### src/rtl/uart_phy_line.sv
// UART physical layer for the ISP debug port.
// 8N1 receiver with 4x oversampling, plus an 8-character line transmitter.
// Optional build macro SKIP_NUL_EN: when defined, 8'h00 characters in a line
// are skipped and take no time on the wire.
module uart_phy_line #(
  parameter int unsigned UART_RX_CLK_DIV = 108,
  parameter int unsigned UART_TX_CLK_DIV = 434
) (
  input  logic        clk,
  input  logic        rstn,
  input  logic        i_rx,
  output logic        o_ready,
  output logic [7:0]  o_data,
  output logic        o_tx,
  input  logic        i_start,
  input  logic [63:0] i_data,
  output logic        o_fin
);

  localparam int unsigned RxCntW = (UART_RX_CLK_DIV > 1) ? $clog2(UART_RX_CLK_DIV) : 1;
  localparam int unsigned TxCntW = (UART_TX_CLK_DIV > 1) ? $clog2(UART_TX_CLK_DIV) : 1;
  localparam logic [RxCntW-1:0] RxCntMax = RxCntW'(UART_RX_CLK_DIV - 1);
  localparam logic [TxCntW-1:0] TxCntMax = TxCntW'(UART_TX_CLK_DIV - 1);

  // ---------------------------------------------------------------------------
  // Receiver
  // ---------------------------------------------------------------------------
  typedef enum logic [2:0] {RxIdle, RxStart, RxData, RxStop, RxWait} rx_state_e;

  logic              rx_meta;
  logic              rx_sync;
  logic [RxCntW-1:0] rx_cnt;
  logic              rx_tick;
  rx_state_e         rx_state;
  logic [1:0]        rx_phase;
  logic [1:0]        rx_ph_now;
  logic [2:0]        rx_bit;
  logic [7:0]        rx_shift;

  assign rx_tick   = (rx_cnt == RxCntMax);
  // rx_phase holds the phase of the previous tick; this is the phase of the current one.
  assign rx_ph_now = rx_phase + 2'd1;

  // Two-flop synchronizer for the asynchronous rx pin, idling high.
  always_ff @(posedge clk or negedge rstn) begin
    if (!rstn) begin
      rx_meta <= 1'b1;
      rx_sync <= 1'b1;
    end else begin
      rx_meta <= i_rx;
      rx_sync <= rx_meta;
    end
  end

  // Free-running divider producing the 4x-baud sample tick.
  always_ff @(posedge clk or negedge rstn) begin
    if (!rstn) begin
      rx_cnt <= '0;
    end else if (rx_tick) begin
      rx_cnt <= '0;
    end else begin
      rx_cnt <= rx_cnt + 1'b1;
    end
  end

  // Receive FSM: each bit spans four ticks and is sampled at phase 2.
  always_ff @(posedge clk or negedge rstn) begin
    if (!rstn) begin
      rx_state <= RxIdle;
      rx_phase <= 2'd0;
      rx_bit   <= 3'd0;
      rx_shift <= 8'h00;
      o_ready  <= 1'b0;
      o_data   <= 8'h00;
    end else begin
      o_ready <= 1'b0;
      unique case (rx_state)
        RxIdle: begin
          if (rx_tick && !rx_sync) begin
            rx_state <= RxStart;
            rx_phase <= 2'd0;
          end
        end
        RxStart: begin
          if (rx_tick) begin
            rx_phase <= rx_ph_now;
            if (rx_ph_now == 2'd2 && rx_sync) begin
              rx_state <= RxIdle;  // glitch, not a real start bit
            end else if (rx_ph_now == 2'd3) begin
              rx_state <= RxData;
              rx_bit   <= 3'd0;
            end
          end
        end
        RxData: begin
          if (rx_tick) begin
            rx_phase <= rx_ph_now;
            if (rx_ph_now == 2'd2) begin
              rx_shift <= {rx_sync, rx_shift[7:1]};
            end else if (rx_ph_now == 2'd3) begin
              if (rx_bit == 3'd7) begin
                rx_state <= RxStop;
              end else begin
                rx_bit <= rx_bit + 3'd1;
              end
            end
          end
        end
        RxStop: begin
          if (rx_tick) begin
            rx_phase <= rx_ph_now;
            if (rx_ph_now == 2'd2) begin
              if (rx_sync) begin
                o_data   <= rx_shift;
                o_ready  <= 1'b1;
                rx_state <= RxIdle;
              end else begin
                rx_state <= RxWait;  // framing error: drop the byte
              end
            end
          end
        end
        RxWait: begin
          if (rx_sync) begin
            rx_state <= RxIdle;
          end
        end
        default: rx_state <= RxIdle;
      endcase
    end
  end

  // ---------------------------------------------------------------------------
  // Transmitter
  // ---------------------------------------------------------------------------
  typedef enum logic [1:0] {TxIdle, TxSend, TxFin} tx_state_e;

  typedef struct packed {
    logic [63:0] line;
    logic [3:0]  left;
  } tx_line_t;

  tx_state_e         tx_state;
  logic [TxCntW-1:0] tx_cnt;
  logic [3:0]        tx_bit;
  logic [63:0]       tx_line;
  logic [3:0]        tx_left;
  tx_line_t          tx_first;
  tx_line_t          tx_next;
  tx_line_t          tx_first_raw;
  tx_line_t          tx_next_raw;

  // Drop leading NUL characters so the next character to send sits in the top byte.
  function automatic tx_line_t skip_nul(input tx_line_t in);
    tx_line_t res;
    res = in;
`ifdef SKIP_NUL_EN
    for (int i = 0; i < 8; i++) begin
      if (res.left != 4'd0 && res.line[63:56] == 8'h00) begin
        res.line = res.line << 8;
        res.left = res.left - 4'd1;
      end
    end
`endif
    return res;
  endfunction

  // Line level for bit index b of a frame: start, 8 data bits LSB first, stop.
  function automatic logic tx_bit_val(input logic [3:0] b, input logic [7:0] c);
    logic [3:0] idx;
    idx = b - 4'd1;
    if (b == 4'd0) begin
      return 1'b0;
    end else if (b >= 4'd9) begin
      return 1'b1;
    end else begin
      return c[idx[2:0]];
    end
  endfunction

  // Character selection for a new line and for the character after the current one.
  always_comb begin
    tx_first_raw.line = i_data;
    tx_first_raw.left = 4'd8;
    tx_next_raw.line  = tx_line << 8;
    tx_next_raw.left  = tx_left - 4'd1;
    tx_first          = skip_nul(tx_first_raw);
    tx_next           = skip_nul(tx_next_raw);
  end

  // Transmit FSM with registered line and completion outputs.
  always_ff @(posedge clk or negedge rstn) begin
    if (!rstn) begin
      tx_state <= TxIdle;
      tx_cnt   <= '0;
      tx_bit   <= 4'd0;
      tx_line  <= 64'h0;
      tx_left  <= 4'd0;
      o_tx     <= 1'b1;
      o_fin    <= 1'b0;
    end else begin
      o_fin <= 1'b0;
      unique case (tx_state)
        TxIdle: begin
          if (i_start) begin
            tx_line <= tx_first.line;
            tx_left <= tx_first.left;
            tx_cnt  <= '0;
            tx_bit  <= 4'd0;
            if (tx_first.left == 4'd0) begin
              tx_state <= TxFin;  // nothing to send
              o_fin    <= 1'b1;
            end else begin
              tx_state <= TxSend;
              o_tx     <= 1'b0;
            end
          end
        end
        TxSend: begin
          if (tx_cnt == TxCntMax) begin
            tx_cnt <= '0;
            if (tx_bit == 4'd9) begin
              tx_line <= tx_next.line;
              tx_left <= tx_next.left;
              tx_bit  <= 4'd0;
              if (tx_next.left == 4'd0) begin
                tx_state <= TxFin;
                o_fin    <= 1'b1;
                o_tx     <= 1'b1;
              end else begin
                o_tx <= 1'b0;  // next start bit follows the stop bit directly
              end
            end else begin
              tx_bit <= tx_bit + 4'd1;
              o_tx   <= tx_bit_val(tx_bit + 4'd1, tx_line[63:56]);
            end
          end else begin
            tx_cnt <= tx_cnt + 1'b1;
          end
        end
        TxFin: begin
          tx_state <= TxIdle;  // i_start during the o_fin cycle is ignored
        end
        default: tx_state <= TxIdle;
      endcase
    end
  end

endmodule

### config.mk
export PLATFORM = sky130hd
export DESIGN_NAME = uart_phy_line
export DESIGN_NICKNAME = d
export VERILOG_FILES = /design/src/rtl/uart_phy_line.sv
export SDC_FILE = /design/constraint.sdc
export NUM_CORES = 1
export LEC_CHECK = 0
export BUFFER_PORTS_ARGS = -buffer_cell sky130_fd_sc_hd__buf_2
export CORE_MARGIN = 2
export CORE_UTILIZATION = 50
export DETAILED_ROUTE_END_ITERATION = 10
export HOLD_SLACK_MARGIN = 0.1
export PLACE_DENSITY = 0.71
export SYNTH_ARGS = -nofsm -noshare
export SYNTH_HDL_FRONTEND = slang
export SYNTH_SLANG_ARGS = --single-unit
### constraint.sdc
create_clock -name clk -period 3.25 [get_ports clk]
set_input_delay 0.65 -clock clk [delete_from_list [all_inputs] [get_ports clk]]
set_output_delay 0.65 -clock clk [all_outputs]
set_load 0.02 [all_outputs]
== Word level (Yosys, flattened, before mapping) ==
Cells that the tools add are included.
Operators by class
  magnitude comparators: 2
  reduce and logical (&&, ||, !) cells: 20
  add/subtract/negate cells: 7
  shift-type cells: 0
  div/mod/pow operators: 0
  equality and inequality tests: 29
  bitwise logic cells: 0
  mux-type cells: 61
  $mul: 0
Operators by type and width (count)
  64-bit 2-to-1 mux: 3
  64-bit case mux with 2 select lines: 1
  3-bit 2-to-1 mux: 19
  2-bit != test, second input constant: 16
  4-bit 2-to-1 mux: 6
  9-bit 2-to-1 mux: 2
  9-bit case mux with 2 select lines: 1
  4-bit case mux with 2 select lines: 2
  3-bit case mux with 5 select lines: 1
  1-bit 2-to-1 mux: 14
  2-bit 2-to-1 mux: 6
  4-bit AND reduction: 3
  10-bit AND reduction: 1
  9-bit by 1-bit adder with 9-bit output, second input constant: 1
  9-bit equality test, second input constant: 1
  3-bit AND reduction: 3
  4-bit logical NOT: 2
  2-bit case mux with 2 select lines: 2
  8-bit AND reduction: 1
  7-bit by 1-bit adder with 7-bit output, second input constant: 1
  7-bit equality test, second input constant: 1
  7-bit 2-to-1 mux: 1
  3-bit by 2-bit equality test with 1-bit output, second input constant: 2
  3-bit equality test, second input constant: 2
  23 further kinds: 27
Storage, ports and cells
  output and inout bits: 11
  memories kept: 0
  ROM bits: 0
  bits in writable memories: 0
  flip-flop bits (word level): 119
  bits in latches: 0
  word-level logic and storage cells: 135

== Depth between registers and ports, before layout ==
  depth in word-level cells: 9
  gate-level depth with buffers: 9
  mapped depth without buffers: 7

== Worst setup path before layout ==
No wires, ideal clock.
  path kind: flip-flop to flip-flop
  start point: register tx_bit[0]
  end point: register o_tx
  slack: 0.999 ns
  setup time: 0.083 ns
  period minus slack after synthesis: 2.251 ns
  required time: 3.167 ns
  stages on the path, launching flop included: 8
  arrival time: 2.167 ns
  buffers on the path: 0
  cells stage by stage: dfrtp_1 > inv_1 > ha_1 > mux4_2 > nor3b_1 > o211ai_1 > and3_1 > a221o_1
On the way
  longest elaborated chain between the ends: 9
RTL lines
  start: declaration: RTL line 145  | logic [3:0] tx_bit;
  start signal: assignment: RTL line 234  | tx_bit <= tx_bit + 4'd1;
  4-bit by 1-bit adder with 4-bit output: RTL line 235  | o_tx <= tx_bit_val(tx_bit + 4'd1, tx_line[63:56]);
  3-bit by 1-bit subtractor with 3-bit output: RTL line 171  | idx = b - 4'd1;
  1-bit binary-select mux with 3-bit select: RTL line 177  | return c[idx[2:0]];
  1-bit 2-to-1 mux (not written as such): RTL line 177
  1-bit 2-to-1 mux: RTL line 174  | end else if (b >= 4'd9) begin
  1-bit 2-to-1 mux: RTL line 172  | if (b == 4'd0) begin
  1-bit 2-to-1 mux (*): RTL line 222  | if (tx_bit == 4'd9) begin
  1-bit 2-to-1 mux (*): RTL line 220  | if (tx_cnt == TxCntMax) begin
  1-bit case mux with 2 select lines (*): RTL line 203  | unique case (tx_state)
  end signal: assignment: RTL line 235
  end: declaration: RTL line 14  | output logic o_tx,
Every way passes the cells marked *; elsewhere a longest branch is shown, timed or not. The select of a mux whose other input is x is not followed.
A chain may end at the register's enable or synchronous reset.

== Worst setup path in the final report ==
  start point: register tx_bit[0]
  end point: register tx_left[2]
On the way
  longest elaborated chain between the ends: 3
RTL lines
  4-bit equality test: RTL line 222
  2-bit != test (no source line)
  4-bit AND reduction (no source line)
  end signal: assignment: RTL line 207  | tx_left <= tx_first.left;
  end signal: assignment: RTL line 224  | tx_left <= tx_next.left;
  end: declaration: RTL line 147  | logic [3:0] tx_left;
No other way between the ends.

==> impl_metrics.toml <==
[status]
status = "finished, final reports clean"

[floorplanning]
die_y_um = 111
initial_core_util = 0.507
die_area_mm2 = 0.0123
rows = 39
ios = 79
core_mm2 = 0.0113
fp.dieW_um = 111

[route]
dr.first_iter.drc_count = 268
wl_per_cell_um = 14.4
viasPerCell = 5.30
wl_um = 11000
firstDrtPassIters = 4
postRouteAntennaNets = 0
route.detailed.drc = 0
vias = 4044

[sta]
hold_viol_final = 0
finalCriticalPeriod_ns = 2.52
worst_pin_slew_ns = 0.996
rsz0062_at_grt = "false"
tns_ns = 0
finalClockSkew_ns = 0.0165
setup_viol = 0
max_clock_freq_mhz = 396
drv_slew = 0
post-route-period-util = 0.777
relSlewSlack = 0.336

[grt]
grt-ovfl-total = 0
grt_first_pass_wirelength_um = 18900
track_usage = 0.191
grt_pass1_vias = 4122
grt_max_degree = 125
antenna_found_initial = 0

[final_layout]
drive_gt1_frac = 0.234
syn_to_final_growth_pct = 18.2
postLayoutCoreUtil = 0.599
antennaDiodeCount = 0
n_fill_cell = 892
layout.nets = 688

[logic_synthesis]
synth_cells = 532
synth.distinct_cells = 52
synth_flop_cell = "dfrtp_1"
synthTopCellsByArea = "dfrtp_1 (51%), mux2i_1 (11%), o21ai_0 (6.2%)"
async_reset_ff_frac = 1.00
syn_area_mm2 = 0.00572
synth_top_area_frac = 0.508
synth_top_cell_by_area = "dfrtp_1"
yosysSeqAreaShare = 0.522
ys_warn_count = 0
syn_area_per_cell_um2 = 10.7
ys_ff_latch = 119
syn_nets = 613
synth_edf_count = 0

[clock_tree]
cts_resized = 0
clockBufferDepth = 2
cts_buffers = 17
cts.sinks = 119
clk_latency_ns = 0.42
clkTransAtPathRegs_ns = 0.06
cts_setup_buffers = 0
htreeDepth = 4
cts_tree = "done"
cts_hold_buffers = 0
cts-root-buf = "clkbuf_16"

[power_and_ir_drop]
p_leak_nw = 3.60
power_mw = 4.12
ir_drop_mv = 0.495
power_density_mw_per_mm2 = 610

[worst_setup_path]
worstSetupPathType = "register to register"
cp.arrival_ns = 2.83
cpMaxStageDelayCell = "or4_4"
r2r-start = "tx_bit[0]"
crit_chain = "ha_1 -> nand3b_4 -> or4_4 -> a21o_4 -> o21bai_1 -> a21o_1"
crit_path_start_kind = "register"
worstPathMaxFanout = 124
end_kind = "register"
timing.rr.end = "tx_left[2]"
r2r_slack_ns = 0.73
crit_path_max_incr_delay_ns = 0.54
cp_data_required_time_ns = 3.55
r2r_cells = 6

[min_path]
hold_class = "input pin to asynchronous set/reset pin"

[placement]
place_congestion = 0.813
hpwl_um = 7310
place.port_buffers = 78

[flow_run]
maxCapViolCount = 0
## layout make-up
cell class              count  area, um2  area share
clock buffers              18        439      0.0650
clock inverters            14        129      0.0191
flip-flops and latches    119       2980       0.441
inverters                  16       60.1     0.00889
repair buffers             82        448      0.0663
well taps                 143        179      0.0265
multi-input cells         371       2520       0.373
## stage by stage
step | setup slack, ns | instance area, um2 | std cells | hold WS [ns]
floorplan | 0.999 | 5720 | 532 | 0.345
global placement | 0.761 | 6190 | 731 | 0.346
detailed placement | 0.698 | 6190 | 731 | 0.348
CTS | 0.707 | 6750 | 763 | 0.313
global route | 0.581 | 6750 | 763 | 0.318
finish | 0.725 | 6750 | 763 | 0.318
## worst max-delay path: cells and delay by family, from the launching register on
family	cells	cell delay [ns]
simple gates	2	0.63
compound gates	3	1.00
flops	1	0.52
fa+ha+maj	1	0.27
## logic make-up (layout without fill, tap and decap cells)
group	Yosys count	count (layout)	synth area share
mux	82	82	0.152
xor+xnor	11	11	0.0169
buf+inv	42	130	0.0392
flops	119	119	0.522
simple gates	155	155	0.129
compound gates	110	110	0.113
fa+ha+maj	13	13	0.0285
## state kept, by name (all words and copies together) (netlist names)
| register | count |
|---|---|
| o_data | 8 |
| o_fin | 1 |
| o_ready | 1 |
| o_tx | 1 |
| rx_bit | 3 |
| rx_cnt | 7 |
| rx_meta | 1 |
| rx_phase | 2 |
| rx_shift | 8 |
| rx_state | 3 |
| rx_sync | 1 |
| tx_bit | 4 |
| tx_cnt | 9 |
| tx_left | 4 |
| tx_line | 64 |
| tx_state | 2 |
## where the power goes
part | internal, mW | leakage (nW) | switching (mW)
clock | 1.07 | 0.272 | 0.697
sequential | 1.67 | 1.49 | 0.151
combinational | 0.270 | 1.83 | 0.263
total | 3.01 | 3.60 | 1.11
## how the worst max path moves through the flow
stage          slack (ns)       from    endpoint
2_1_floorplan         1.0  tx_bit[0]        o_tx
3_3_place_gp         0.76  tx_bit[0]  tx_left[2]
3_5_place_dp         0.70  tx_bit[0]  tx_left[2]
4_1_cts              0.71  tx_bit[0]  tx_left[2]
5_1_grt              0.58  tx_bit[0]  tx_left[2]
6_report             0.73  tx_bit[0]  tx_left[2]
## synthesized netlist by cell type (all sizes together) (2+ instances only)
library cell	instances
and3	4
mux2	17
ha	13
buf	17
o22ai	4
o21ai	73
clkbuf	9
nor2b	3
nor3b	6
or2	5
o21bai	2
a21o	4
nand4bb	2
and2	2
dfrtp	116
nand3	12
mux4	2
a21oi	7
mux2i	63
xnor2	7
or3	2
inv	16
or4	3
dfstp	3
a22o	8
nor2	23
xor2	4
nor3	9
a211oi	2
nand2	79
## layout by cell type (no fill, tap or decap), drive strengths merged, types with 2 or more instances in the layout
cell,n
nor3b,6
o21bai,2
and2,2
inv,17
o21ai,73
or2,5
ha,13
nor3,9
a21oi,7
a21o,4
xor2,4
a211oi,2
or3,2
and3,4
o22ai,4
clkbuf,18
mux2,17
buf,82
xnor2,7
or4,3
nor2,23
clkinvlp,3
nand4bb,2
dfstp,3
nand3,12
mux2i,63
nand2,79
clkinv,9
a22o,8
dfrtp,116
nor2b,3
mux4,2
## routing by layer
layer | track usage | vias to the layer above | part of all wire
met1 | 0.242 | 1923 | 0.46
met2 | 0.299 | 79 | 0.47
met4 | 0.0800 | 0 | 0.020
met5 | 0 | - | 0
li1 | - | 2024 | -
met3 | 0.0683 | 18 | 0.049
Note: power is estimated with default switching activity, not from simulation.
